==> config.mk <==
export PLATFORM = sky130hd
export DESIGN_NAME = multi_alarm_ctrl
export DESIGN_NICKNAME = d
export VERILOG_FILES = /design/src/rtl/alarm_clock_pkg.sv /design/src/rtl/alarm_slot.sv /design/src/rtl/multi_alarm_ctrl.sv
export SDC_FILE = /design/constraint.sdc
export NUM_CORES = 1
export LEC_CHECK = 0
export BUFFER_PORTS_ARGS = -buffer_cell sky130_fd_sc_hd__buf_4
export CORE_ASPECT_RATIO = 1.2
export CORE_MARGIN = 3
export CORE_UTILIZATION = 42
export CTS_CLUSTER_DIAMETER = 40
export DETAILED_ROUTE_END_ITERATION = 16
export GPL_TIMING_DRIVEN = 0
export PLACE_DENSITY = 0.6
export SYNTH_ARGS = -nofsm -noshare
export SYNTH_HDL_FRONTEND = slang
export SYNTH_SLANG_ARGS = --single-unit
==> constraint.sdc <==
create_clock -name clk_i -period 1.9 [get_ports clk_i]
set_input_delay 0 -clock clk_i [delete_from_list [all_inputs] [get_ports clk_i]]
set_output_delay 0 -clock clk_i [all_outputs]
set_load 0.1 [all_outputs]
==> src/rtl/alarm_clock_pkg.sv <==
// Shared types and constants for the alarm clock mode/edit controller.
// State encoding, time field limits and the one-hot edit-field LED codes.
package alarm_clock_pkg;

  typedef enum logic [2:0] {
    ST_CLOCK  = 3'd0,
    ST_T_HOUR = 3'd1,
    ST_T_MIN  = 3'd2,
    ST_A_HOUR = 3'd3,
    ST_A_MIN  = 3'd4,
    ST_RING   = 3'd5
  } state_e;

  localparam logic [4:0] HOUR_MAX = 5'd23;
  localparam logic [5:0] MIN_MAX  = 6'd59;

  // LED order is {T_HOUR, T_MIN, A_HOUR, A_MIN}
  localparam logic [3:0] FIELD_NONE   = 4'b0000;
  localparam logic [3:0] FIELD_T_HOUR = 4'b1000;
  localparam logic [3:0] FIELD_T_MIN  = 4'b0100;
  localparam logic [3:0] FIELD_A_HOUR = 4'b0010;
  localparam logic [3:0] FIELD_A_MIN  = 4'b0001;

  function automatic logic [3:0] field_of(input state_e s);
    case (s)
      ST_T_HOUR: field_of = FIELD_T_HOUR;
      ST_T_MIN:  field_of = FIELD_T_MIN;
      ST_A_HOUR: field_of = FIELD_A_HOUR;
      ST_A_MIN:  field_of = FIELD_A_MIN;
      default:   field_of = FIELD_NONE;
    endcase
  endfunction

  function automatic logic is_edit(input state_e s);
    is_edit = (s == ST_T_HOUR) || (s == ST_T_MIN) ||
              (s == ST_A_HOUR) || (s == ST_A_MIN);
  endfunction

endpackage

==> src/rtl/alarm_slot.sv <==
// One alarm slot: hour/minute setting with independent wrap-around stepping
// and the combinational match against the current time.
module alarm_slot
  import alarm_clock_pkg::*;
(
  input  logic       clk_i,
  input  logic       rst_i,
  input  logic       inc_hr_i,
  input  logic       dec_hr_i,
  input  logic       inc_min_i,
  input  logic       dec_min_i,
  input  logic       arm_i,
  input  logic [4:0] cur_hour_i,
  input  logic [5:0] cur_min_i,
  input  logic [5:0] cur_sec_i,
  output logic [4:0] hour_o,
  output logic [5:0] min_o,
  output logic       match_o
);

  logic [4:0] hour_q, hour_d;
  logic [5:0] min_q, min_d;

  // Minute wrap deliberately does not carry into the hour.
  always_comb begin
    hour_d = hour_q;
    min_d  = min_q;
    if (inc_hr_i)       hour_d = (hour_q == HOUR_MAX) ? 5'd0 : hour_q + 5'd1;
    else if (dec_hr_i)  hour_d = (hour_q == 5'd0) ? HOUR_MAX : hour_q - 5'd1;
    if (inc_min_i)      min_d  = (min_q == MIN_MAX) ? 6'd0 : min_q + 6'd1;
    else if (dec_min_i) min_d  = (min_q == 6'd0) ? MIN_MAX : min_q - 6'd1;
  end

  always_ff @(posedge clk_i) begin
    if (rst_i) begin
      hour_q <= 5'd0;
      min_q  <= 6'd0;
    end else begin
      hour_q <= hour_d;
      min_q  <= min_d;
    end
  end

  assign hour_o  = hour_q;
  assign min_o   = min_q;
  assign match_o = arm_i && (cur_hour_i == hour_q) && (cur_min_i == min_q) &&
                   (cur_sec_i == 6'd0);

endmodule

==> src/rtl/multi_alarm_ctrl.sv <==
// Mode/edit controller for the multi-alarm clock: edit ring, time-adjust
// steering, alarm/snooze triggering, ring and edit timeouts.
//
//   state    | meaning
//   ST_CLOCK | normal timekeeping, watching for a match edge
//   ST_T_HOUR| editing current-time hour (time counter stopped)
//   ST_T_MIN | editing current-time minute (time counter stopped)
//   ST_A_HOUR| editing hour of alarm slot sel_idx
//   ST_A_MIN | editing minute of alarm slot sel_idx
//   ST_RING  | alarm or snooze ringing
module multi_alarm_ctrl
  import alarm_clock_pkg::*;
#(
  parameter int NUM_ALARMS     = 2,
  parameter int SNOOZE_MIN     = 5,
  parameter int RING_TIMEOUT_S = 60,
  parameter int EDIT_TIMEOUT_S = 30
) (
  input  logic                  clk_i,
  input  logic                  rst_i,
  input  logic                  tick_1hz_i,
  input  logic                  btn_c_i,
  input  logic                  btn_l_i,
  input  logic                  btn_r_i,
  input  logic                  btn_u_i,
  input  logic                  btn_d_i,
  input  logic [4:0]            cur_hour_i,
  input  logic [5:0]            cur_min_i,
  input  logic [5:0]            cur_sec_i,
  input  logic [NUM_ALARMS-1:0] alarm_on_i,
  output logic                  run_en_o,
  output logic                  time_adj_hr_o,
  output logic                  time_adj_min_o,
  output logic                  time_up_o,
  output logic                  disp_alarm_o,
  output logic [4:0]            disp_hour_o,
  output logic [5:0]            disp_min_o,
  output logic [1:0]            sel_idx_o,
  output logic [3:0]            led_field_o,
  output logic                  ring_o,
  output logic                  ring_blink_o,
  output logic [1:0]            ring_idx_o
);

  localparam logic [7:0] EDIT_LOAD = 8'(EDIT_TIMEOUT_S);
  localparam logic [7:0] RING_LOAD = 8'(RING_TIMEOUT_S);
  localparam logic [1:0] SEL_LAST  = 2'(NUM_ALARMS - 1);

  state_e     state_q, state_d;
  logic [1:0] sel_q, sel_d;
  logic [1:0] ring_idx_q, ring_idx_d;
  logic       adj_hr_q, adj_hr_d, adj_min_q, adj_min_d, up_q, up_d;
  logic       blink_q, blink_d;
  logic       match_prev_q;
  logic       snz_act_q, snz_act_d;
  logic [4:0] snz_hr_q, snz_hr_d;
  logic [5:0] snz_min_q, snz_min_d;
  logic [7:0] edit_cnt_q, edit_cnt_d, ring_cnt_q, ring_cnt_d;

  logic       hr_up, hr_dn, min_up, min_dn;
  logic [NUM_ALARMS-1:0] slot_match;
  logic [4:0] slot_hr  [NUM_ALARMS];
  logic [5:0] slot_min [NUM_ALARMS];

  for (genvar k = 0; k < NUM_ALARMS; k++) begin : g_slot
    alarm_slot u_slot (
      .clk_i      (clk_i),
      .rst_i      (rst_i),
      .inc_hr_i   (hr_up  && (sel_q == 2'(k))),
      .dec_hr_i   (hr_dn  && (sel_q == 2'(k))),
      .inc_min_i  (min_up && (sel_q == 2'(k))),
      .dec_min_i  (min_dn && (sel_q == 2'(k))),
      .arm_i      (alarm_on_i[k]),
      .cur_hour_i (cur_hour_i),
      .cur_min_i  (cur_min_i),
      .cur_sec_i  (cur_sec_i),
      .hour_o     (slot_hr[k]),
      .min_o      (slot_min[k]),
      .match_o    (slot_match[k])
    );
  end

  logic       any_btn, snz_match, any_match, match_edge, edit_tc, ring_tc;
  logic [1:0] hit_idx;
  logic [6:0] min_sum;

  assign any_btn    = btn_c_i | btn_l_i | btn_r_i | btn_u_i | btn_d_i;
  assign snz_match  = snz_act_q && (cur_hour_i == snz_hr_q) &&
                      (cur_min_i == snz_min_q) && (cur_sec_i == 6'd0);
  assign any_match  = (|slot_match) || snz_match;
  assign match_edge = any_match && !match_prev_q;
  assign edit_tc    = tick_1hz_i && (edit_cnt_q == 8'd1);
  assign ring_tc    = tick_1hz_i && (ring_cnt_q == 8'd1);
  assign min_sum    = {1'b0, cur_min_i} + 7'(SNOOZE_MIN);

  // Snooze ranks below every slot; with four slots it aliases to index 0.
  always_comb begin
    hit_idx = 2'(NUM_ALARMS);
    for (int k = NUM_ALARMS - 1; k >= 0; k--)
      if (slot_match[k]) hit_idx = 2'(k);
  end

  always_comb begin
    disp_hour_o = 5'd0;
    disp_min_o  = 6'd0;
    for (int k = 0; k < NUM_ALARMS; k++)
      if (sel_q == 2'(k)) begin
        disp_hour_o = slot_hr[k];
        disp_min_o  = slot_min[k];
      end
  end

  always_comb begin
    state_d    = state_q;
    sel_d      = sel_q;
    ring_idx_d = ring_idx_q;
    snz_act_d  = snz_act_q;
    snz_hr_d   = snz_hr_q;
    snz_min_d  = snz_min_q;
    adj_hr_d   = 1'b0;
    adj_min_d  = 1'b0;
    up_d       = 1'b0;
    hr_up      = 1'b0;
    hr_dn      = 1'b0;
    min_up     = 1'b0;
    min_dn     = 1'b0;
    case (state_q)
      ST_CLOCK: begin
        if (match_edge) begin
          state_d    = ST_RING;
          ring_idx_d = hit_idx;
          if (snz_match) snz_act_d = 1'b0;
        end else if (btn_c_i) begin
          state_d = ST_T_HOUR;
        end
      end
      ST_T_HOUR: begin
        if (btn_c_i)                 state_d = ST_CLOCK;
        else if (btn_r_i)            state_d = ST_T_MIN;
        else if (btn_l_i) begin
          state_d = ST_A_MIN;
          sel_d   = SEL_LAST;
        end else if (btn_u_i || btn_d_i) begin
          adj_hr_d = 1'b1;
          up_d     = btn_u_i;
        end else if (edit_tc)        state_d = ST_CLOCK;
      end
      ST_T_MIN: begin
        if (btn_c_i)                 state_d = ST_CLOCK;
        else if (btn_r_i) begin
          state_d = ST_A_HOUR;
          sel_d   = 2'd0;
        end else if (btn_l_i)        state_d = ST_T_HOUR;
        else if (btn_u_i || btn_d_i) begin
          adj_min_d = 1'b1;
          up_d      = btn_u_i;
        end else if (edit_tc)        state_d = ST_CLOCK;
      end
      ST_A_HOUR: begin
        if (btn_c_i)                 state_d = ST_CLOCK;
        else if (btn_r_i)            state_d = ST_A_MIN;
        else if (btn_l_i) begin
          if (sel_q == 2'd0) state_d = ST_T_MIN;
          else begin
            state_d = ST_A_MIN;
            sel_d   = sel_q - 2'd1;
          end
        end else if (btn_u_i)        hr_up = 1'b1;
        else if (btn_d_i)            hr_dn = 1'b1;
        else if (edit_tc)            state_d = ST_CLOCK;
      end
      ST_A_MIN: begin
        if (btn_c_i)                 state_d = ST_CLOCK;
        else if (btn_r_i) begin
          if (sel_q == SEL_LAST) state_d = ST_T_HOUR;
          else begin
            state_d = ST_A_HOUR;
            sel_d   = sel_q + 2'd1;
          end
        end else if (btn_l_i)        state_d = ST_A_HOUR;
        else if (btn_u_i)            min_up = 1'b1;
        else if (btn_d_i)            min_dn = 1'b1;
        else if (edit_tc)            state_d = ST_CLOCK;
      end
      ST_RING: begin
        if (btn_c_i) begin
          state_d   = ST_CLOCK;
          snz_act_d = 1'b0;
        end else if (any_btn) begin
          state_d   = ST_CLOCK;
          snz_act_d = 1'b1;
          if (min_sum >= 7'd60) begin
            snz_min_d = 6'(min_sum - 7'd60);
            snz_hr_d  = (cur_hour_i == HOUR_MAX) ? 5'd0 : cur_hour_i + 5'd1;
          end else begin
            snz_min_d = 6'(min_sum);
            snz_hr_d  = cur_hour_i;
          end
        end else if (ring_tc) begin
          state_d = ST_CLOCK;
        end
      end
      default: state_d = ST_CLOCK;
    endcase
  end

  always_comb begin
    edit_cnt_d = edit_cnt_q;
    ring_cnt_d = ring_cnt_q;
    if (!is_edit(state_q) || any_btn)           edit_cnt_d = EDIT_LOAD;
    else if (tick_1hz_i && edit_cnt_q != 8'd0)  edit_cnt_d = edit_cnt_q - 8'd1;
    if (state_q != ST_RING)                     ring_cnt_d = RING_LOAD;
    else if (tick_1hz_i && ring_cnt_q != 8'd0)  ring_cnt_d = ring_cnt_q - 8'd1;
    blink_d = (state_q == ST_RING && state_d == ST_RING) ? (blink_q ^ tick_1hz_i) : 1'b0;
  end

  always_ff @(posedge clk_i) begin
    if (rst_i) begin
      state_q      <= ST_CLOCK;
      sel_q        <= 2'd0;
      ring_idx_q   <= 2'd0;
      adj_hr_q     <= 1'b0;
      adj_min_q    <= 1'b0;
      up_q         <= 1'b0;
      blink_q      <= 1'b0;
      match_prev_q <= 1'b0;
      snz_act_q    <= 1'b0;
      snz_hr_q     <= 5'd0;
      snz_min_q    <= 6'd0;
      edit_cnt_q   <= EDIT_LOAD;
      ring_cnt_q   <= RING_LOAD;
    end else begin
      state_q      <= state_d;
      sel_q        <= sel_d;
      ring_idx_q   <= ring_idx_d;
      adj_hr_q     <= adj_hr_d;
      adj_min_q    <= adj_min_d;
      up_q         <= up_d;
      blink_q      <= blink_d;
      match_prev_q <= any_match;
      snz_act_q    <= snz_act_d;
      snz_hr_q     <= snz_hr_d;
      snz_min_q    <= snz_min_d;
      edit_cnt_q   <= edit_cnt_d;
      ring_cnt_q   <= ring_cnt_d;
    end
  end

  assign run_en_o       = (state_q != ST_T_HOUR) && (state_q != ST_T_MIN);
  assign time_adj_hr_o  = adj_hr_q;
  assign time_adj_min_o = adj_min_q;
  assign time_up_o      = up_q;
  assign disp_alarm_o   = (state_q == ST_A_HOUR) || (state_q == ST_A_MIN);
  assign sel_idx_o      = sel_q;
  assign led_field_o    = field_of(state_q);
  assign ring_o         = (state_q == ST_RING);
  assign ring_blink_o   = blink_q;
  assign ring_idx_o     = ring_idx_q;

endmodule

==> results of run 1 <==
cells in the final DEF (no fill, tap or decap), types with 15 or more instances in the layout:
| cell type | count |
|---|---|
| xnor2_1 | 43 |
| ha_1 | 21 |
| dfxtp_1 | 43 |
| clkbuf_1 | 15 |
| nor2_1 | 46 |
| o21ai_0 | 33 |
| dfxtp_2 | 17 |
| a21oi_1 | 39 |
| buf_4 | 45 |
| nand3_1 | 24 |
| nor3_1 | 19 |
| nand4_1 | 16 |
| nand2_1 | 59 |
| inv_1 | 23 |
worst paths after layout:
kind,endpoint,from,slack [ns]
max,disp_hour_o[4],sel_idx_o[1]$_SDFFE_PP0P_,0.07
min,ring_blink_o$_SDFF_PP0_,tick_1hz_i,0.02
max reg2reg,g_slot[1].u_slot.hour_o[4]$_SDFFE_PP0P_,sel_idx_o[1]$_SDFFE_PP0P_,0.08
min reg2reg,snz_min_q[1]$_SDFFE_PP0P_,snz_min_q[1]$_SDFFE_PP0P_,0.47
cell families after synthesis:
| group | synth area share |
|---|---|
| muxes | 0.0242 |
| and+or+nand+nor | 0.274 |
| adders and majority gates | 0.0593 |
| buffers and inverters | 0.0676 |
| AOI/OAI and AO/OA | 0.200 |
| DFF | 0.267 |
| xor gates and xnor gates | 0.107 |
layer usage:
metal | GRT usage | vias up | routed length, um
li1 | - | 2299 | -
met5 | 0 | - | 0
met4 | 0.105 | 0 | 240
met1 | 0.296 | 2213 | 6140
met3 | 0.0339 | 19 | 491
met2 | 0.350 | 115 | 6710
cell type report:
cell class	instances	area, sq um	area share
Buffer	41	309	0.0500
Tap cell	129	161	0.0261
Inverter	27	114	0.0184
Clock buffer	11	264	0.0427
Sequential cell	62	1270	0.206
Multi-Input combinational cell	476	3450	0.559
Timing Repair Buffer	54	528	0.0854
Clock inverter	5	78.8	0.0128
power by group through the flow:
stage / Combinational (mW) / Sequential, mW / Clock, mW
5_1_grt: 0.441 / 1.31 / 1.95
6_report: 0.408 / 1.31 / 1.88
2_1_floorplan: 0.265 / 1.35 / 0
3_3_place_gp: 0.380 / 1.34 / 0
3_5_place_dp: 0.382 / 1.34 / 0
4_1_cts: 0.398 / 1.31 / 1.90
registers in the layout (all words and copies together), names as in the netlist:
register,cells
g_slot.u_slot.min_o,12
g_slot.u_slot.hour_o,10
edit_cnt_q,8
ring_cnt_q,8
snz_min_q,6
snz_hr_q,5
state_q,3
ring_idx_o,2
sel_idx_o,2
match_prev_q,1
ring_blink_o,1
snz_act_q,1
time_adj_hr_o,1
time_adj_min_o,1
time_up_o,1
critical path, cell delays in order (launching register included):
cell,delay [ns]
dfxtp_4,0.34
inv_2,0.08
ha_1,0.16
buf_6,0.16
clkbuf_16,0.18
clkbuf_16,0.20
nand2_1,0.10
o21ai_4,0.08
buf_12,0.19
stage by stage:
step | hold WS, ns | util | total power [mW] | area (sq um) | TNS (ns)
3_3_place_gp | 0.336 | 0.501 | 1.72 | 5350 | -5.77
6_report | 0.0194 | 0.579 | 3.60 | 6180 | 0
2_1_floorplan | 0.178 | - | 1.61 | 4860 | -0.0692
3_5_place_dp | 0.333 | 0.501 | 1.72 | 5350 | -5.87
5_1_grt | 0.0431 | 0.579 | 3.70 | 6180 | -0.0905
4_1_cts | 0.0105 | 0.551 | 3.61 | 5880 | 0
repair_timing:
| item | 4_1_cts | 5_1_grt |
|---|---|---|
| hold buffers | 1 | 0 |
| pin swaps | 2 | 14 |
| endpoints found under the setup margin | 41 | 49 |
| hold endpoints to repair | 1 | 0 |
| resized for setup | 51 | 68 |
| setup buffers | 3 | 7 |
==> flow_summary.yaml, run 1 <==
yosys:
  ys_async_sr_fraction: 0
  syn-cell-area_sq_um: 4650
  synth_top_cell_by_area: "dfxtp_1"
  ys_types: 70
  syn_avg_cell_area_sq_um: 7.58
  syn_inst: 613
  yosys_warnings: 0
  synth_fp_nets: 662
  synthFlopType: "dfxtp_1"
  yosys.area.top_type_share: 0.267
  synth_edf_count: 0
  yosys.cell_count.top_type: "nand2_1"
  ys_top_cells_by_area: "dfxtp_1 (27%), xnor2_1 (8.5%), ha_1 (5.9%)"
  synth_commonest_cells: "nand2_1 (63), dfxtp_1 (62), nor2_1 (48)"
  ys_seq_area_frac: 0.267
  ys_seq_elements: 62
route:
  dr.pass1.iters: 4
  wl_per_cell_um: 16.9
  ant_nets: 0
  vias: 4646
  first_iter_violations: 202
  viasPerCell: 5.77
  post-route-drc-count: 0
  routed_wl_um: 13600
sta:
  finalHoldViolCount: 0
  post-route-period-util: 0.965
  clock.fmax_mhz: 545
  tightest_slew_ns: 0.732
  finalSetupViolations: 0
  layout_min_cycle_time_ns: 1.83
  rsz0062_at_grt: "true"
  skew_ns: 0.00560
  drv_slew: 0
  setup_ws_ns: 0.0664
  slew_headroom: 0.512
global_routing:
  antenna_found_initial: 0
  grt_pass1_vias: 4412
  grt_use_total: 0.222
  grt_max_degree: 12
  grt-ovfl-total: 0
  grt_pass1_wl_um: 21900
die:
  core_area_sq_um: 10700
  fp-row-count: 41
  start_util: 0.435
  pin_count: 53
  die_area_sq_um: 12400
  die_h_um: 121
  fp.dieW_um: 102
placement:
  dpl.cell_count: 785
  gp_congestion: 0.848
  dp_hpwl_um: 9840
  io_buffers: 43
  dp_slack_ns: -0.398
clock_network:
  clock_sinks: 62
  cts_tree: "done"
  clkSlewWorstSetupHoldPaths_ns: 0.06
  clockBufferDepth: 2
  numCtsBuffers: 9
  htreeDepth: 3
  clkLatencyLatePin_ns: 0.33
  cts_root_buf: "clkbuf_16"
critical_path:
  crit_path_end_kind: "primary output"
  startpoint_type: "register"
  ff2ff_path_depth: 8
  path_max_fanout: 10
  cp_data_arrival_time_ns: 1.83
  crit_required_ns: 1.90
  criticalPathCategory: "reg2out"
power_and_ir_drop:
  irDropWorstVdd_v: 0.000459
  clkPwrFrac: 0.522
  combinationalPowerShare: 0.113
  switching_share: 0.244
  seq_power_share: 0.364
  p_switching_mw: 0.878
  internal-power_mw: 2.72
  power.leakage_nw: 2.30
  p_per_area_nw_per_um2: 583
finish:
  fin_nets: 720
  insertedDiodeCount: 0
  syn_to_final_growth_pct: 33.0
  fin_cells: 805
  drive_above_1_share: 0.266
  fillCellCount: 993
job:
  maxCapViolCount: 0
hold_path:
  hp-class: "in2reg"
  hold_depth: 3
outcome:
  status: "complete, no violations"
No activity file was read; power rests on OpenSTA's default activity.
==> inputs of run 2 (changes only) <==
--- a/config.mk
+++ b/config.mk
@@ -5,14 +5,16 @@
 export SDC_FILE = /design/constraint.sdc
 export NUM_CORES = 1
 export LEC_CHECK = 0
+export ABC_AREA = 1
 export BUFFER_PORTS_ARGS = -buffer_cell sky130_fd_sc_hd__buf_4
 export CORE_ASPECT_RATIO = 1.2
 export CORE_MARGIN = 3
 export CORE_UTILIZATION = 42
-export CTS_CLUSTER_DIAMETER = 40
+export CTS_CLUSTER_DIAMETER = 80
 export DETAILED_ROUTE_END_ITERATION = 16
 export GPL_TIMING_DRIVEN = 0
-export PLACE_DENSITY = 0.6
+export PLACE_DENSITY = 0.59
 export SYNTH_ARGS = -nofsm -noshare
 export SYNTH_HDL_FRONTEND = slang
+export SYNTH_HIERARCHICAL = 1
 export SYNTH_SLANG_ARGS = --single-unit
==> flow_summary.yaml, run 2 <==
sta:
  drv_slew: 0
  clock.fmax_mhz: 557
  finalHoldViolCount: 0
  layout_min_cycle_time_ns: 1.80
  tightest_slew_ns: 0.651
  finalSetupViolations: 0
  whs_ns: 0.0256
  skew_ns: 0.00471
  setup_ws_ns: 0.104
  post-route-period-util: 0.945
  slew_headroom: 0.566
clock_network:
  clkSlewWorstSetupHoldPaths_ns: 0.06
  cts_root_buf: "clkbuf_16"
  numCtsBuffers: 9
  clockBufferDepth: 2
  clock_sinks: 62
  cts_tree: "done"
  htreeDepth: 3
  clkLatencyLatePin_ns: 0.33
finish:
  drive_above_1_share: 0.240
  insertedDiodeCount: 0
  layout_commonest_cell: "nand2_1"
  fin_nets: 931
  fillCellCount: 1242
  multi_input_area_sq_um: 3580
  fin_cells: 1048
  register_area_sq_um: 1250
  layout_common_cells: "nand2_1 (192), inv_1 (80), nor2_1 (68)"
  largest_reg_flops: 12
  finalInstanceArea_sq_um: 6400
  syn_to_final_growth_pct: 22.5
critical_path:
  crit_required_ns: 1.90
  cpPeakStageDelay_ns: 0.35
  crit_path_cell_trace: "inv_1, ha_2, inv_2, buf_4, nand3_1, nand2_2, buf_4"
  ff2ff_path_depth: 11
  critical_path.most_common_cell: "buf_4"
  criticalPathCategory: "reg2out"
  cpMaxStageDelayCell: "dfxtp_4"
  path_max_fanout: 10
  crit_path_end_kind: "primary output"
  startpoint_type: "register"
  cp_data_arrival_time_ns: 1.80
yosys:
  ys_top_cells_by_area: "dfxtp_1 (24%), nand2_1 (15%), nand3_1 (6.2%)"
  syn_inst: 812
  ys_types: 45
  syn_avg_cell_area_sq_um: 6.43
  ys_seq_area_frac: 0.238
  yosys.cell_count.top_type: "nand2_1"
  syn-cell-area_sq_um: 5220
  synthFlopType: "dfxtp_1"
  synth_top_cell_by_area: "dfxtp_1"
  yosys_warnings: 6
  ys_async_sr_fraction: 0
  synth_fp_nets: 861
  synth_commonest_cells: "nand2_1 (202), inv_1 (84), nor2_1 (69)"
  synth_edf_count: 0
  ys_seq_elements: 62
  yosys.area.top_type_share: 0.238
die:
  fp-row-count: 44
  core_area_sq_um: 12100
  die_area_sq_um: 13800
  pin_count: 53
  fp.dieW_um: 108
  start_util: 0.431
  die_h_um: 128
route:
  post-route-drc-count: 0
  wl_per_cell_um: 13.5
  dr.pass1.iters: 5
  routed_wl_um: 14200
  viasPerCell: 5.09
  vias: 5334
  ant_nets: 0
  first_iter_violations: 253
global_routing:
  grt-ovfl-total: 0
  grt_pass1_wl_um: 23800
  grt_pass1_vias: 5101
  grt_use_total: 0.213
  grt_max_degree: 13
  antenna_found_initial: 0
placement:
  dpl.cell_count: 1025
  placed_cell_area_sq_um: 5940
  io_buffers: 52
  dp_hpwl_um: 11100
  gp_congestion: 0.911
  dp_slack_ns: -0.0725
outcome:
  status: "complete, no violations"
power_and_ir_drop:
  internal-power_mw: 2.61
  power.total_mw: 3.58
  p_switching_mw: 0.972
  clkPwrFrac: 0.499
  irDropWorstVdd_v: 0.000445
  seq_power_share: 0.366
  p_per_area_nw_per_um2: 560
  power.leakage_nw: 3.00
  combinationalPowerShare: 0.135
  switching_share: 0.271
hold_path:
  hold_depth: 4
  hp-class: "in2reg"
job:
  maxCapViolCount: 0
-- run 2: changes by cell type in the layout (fill, tap and decap cells not counted), sizes merged, moves of 9 or more --
cell	before	now
clkbuf	35	11
xnor2	45	12
inv	25	117
nand2	63	224
nor2	51	90
a21oi	39	62
o21ai	44	54
nand3	28	69
or3	12	0
mux2i	9	0
-- run 2: path summary, 6_finish.rpt --
check | from | to | slack (ns)
worst max-delay path | sel_idx_o[1]$_SDFFE_PP0P_ | disp_hour_o[0] | 0.10
worst min-delay path | tick_1hz_i | ring_blink_o$_SDFF_PP0_ | 0.03
worst max register to register | g_slot[0].u_slot/min_o[1]$_SDFFE_PP0P_ | state_q[2]$_SDFF_PP0_ | 0.16
worst min register to register | snz_act_q$_SDFFE_PP0P_ | snz_act_q$_SDFFE_PP0P_ | 0.46
-- run 2: cells by family (layout without fill, tap and decap cells) --
kind of cell,after synthesis,after routing,synth area share
buf+inv,132,207,0.106
simple gates,429,429,0.403
fa+ha+maj,22,22,0.0527
compound gates,137,137,0.151
flops,62,62,0.238
xor+xnor,30,30,0.0503
-- run 2: final cells by class --
class,instances,share of cell area
Timing Repair Buffer,59,0.0743
Tap cell,161,0.0315
Clock buffer,9,0.0352
Sequential cell,62,0.196
Multi-Input combinational cell,618,0.559
Clock inverter,7,0.0152
Inverter,118,0.0711
Buffer,14,0.0176
-- run 2: layer usage --
layer / share of wire / up-vias / track usage
met4: 0.014 / 0 / 0.0602
met1: 0.45 / 2408 / 0.273
li1: - / 2789 / -
met2: 0.49 / 121 / 0.371
met5: 0 / - / 0
met3: 0.039 / 16 / 0.0282
-- run 2: per-stage QoR --
stage                      util  setup TNS [ns]
final                     0.529               0
after detailed placement  0.490          -0.294
after CTS                 0.520               0
after global placement    0.490          -0.226
after global routing      0.529         -0.0129
after floorplan               -         -0.0387
-- run 2: critical path: cells and delay by family, from the launching register on --
| family | cells | cell delay, ns |
|---|---|---|
| buf+inv | 4 | 0.73 |
| simple gates | 2 | 0.18 |
| flops | 1 | 0.35 |
| fa+ha+maj | 1 | 0.20 |
-- run 2: repair_timing --
| item | in CTS | in global routing |
|---|---|---|
| hold buffers | 1 | 0 |
| pin swaps | 0 | 4 |
| setup buffers | 0 | 6 |
| gates resized for setup | 8 | 18 |
| endpoints found under the setup margin | 22 | 30 |
| endpoints found under the hold margin | 2 | 0 |
-- run 2: power by group through the flow --
stage               sequential, mW  clock [mW]  combinational [mW]
finish                        1.31        1.79               0.483
global route                  1.31        1.90               0.533
global placement              1.34           0               0.468
floorplan                     1.36           0               0.292
CTS                           1.31        1.84               0.479
detailed placement            1.34           0               0.472
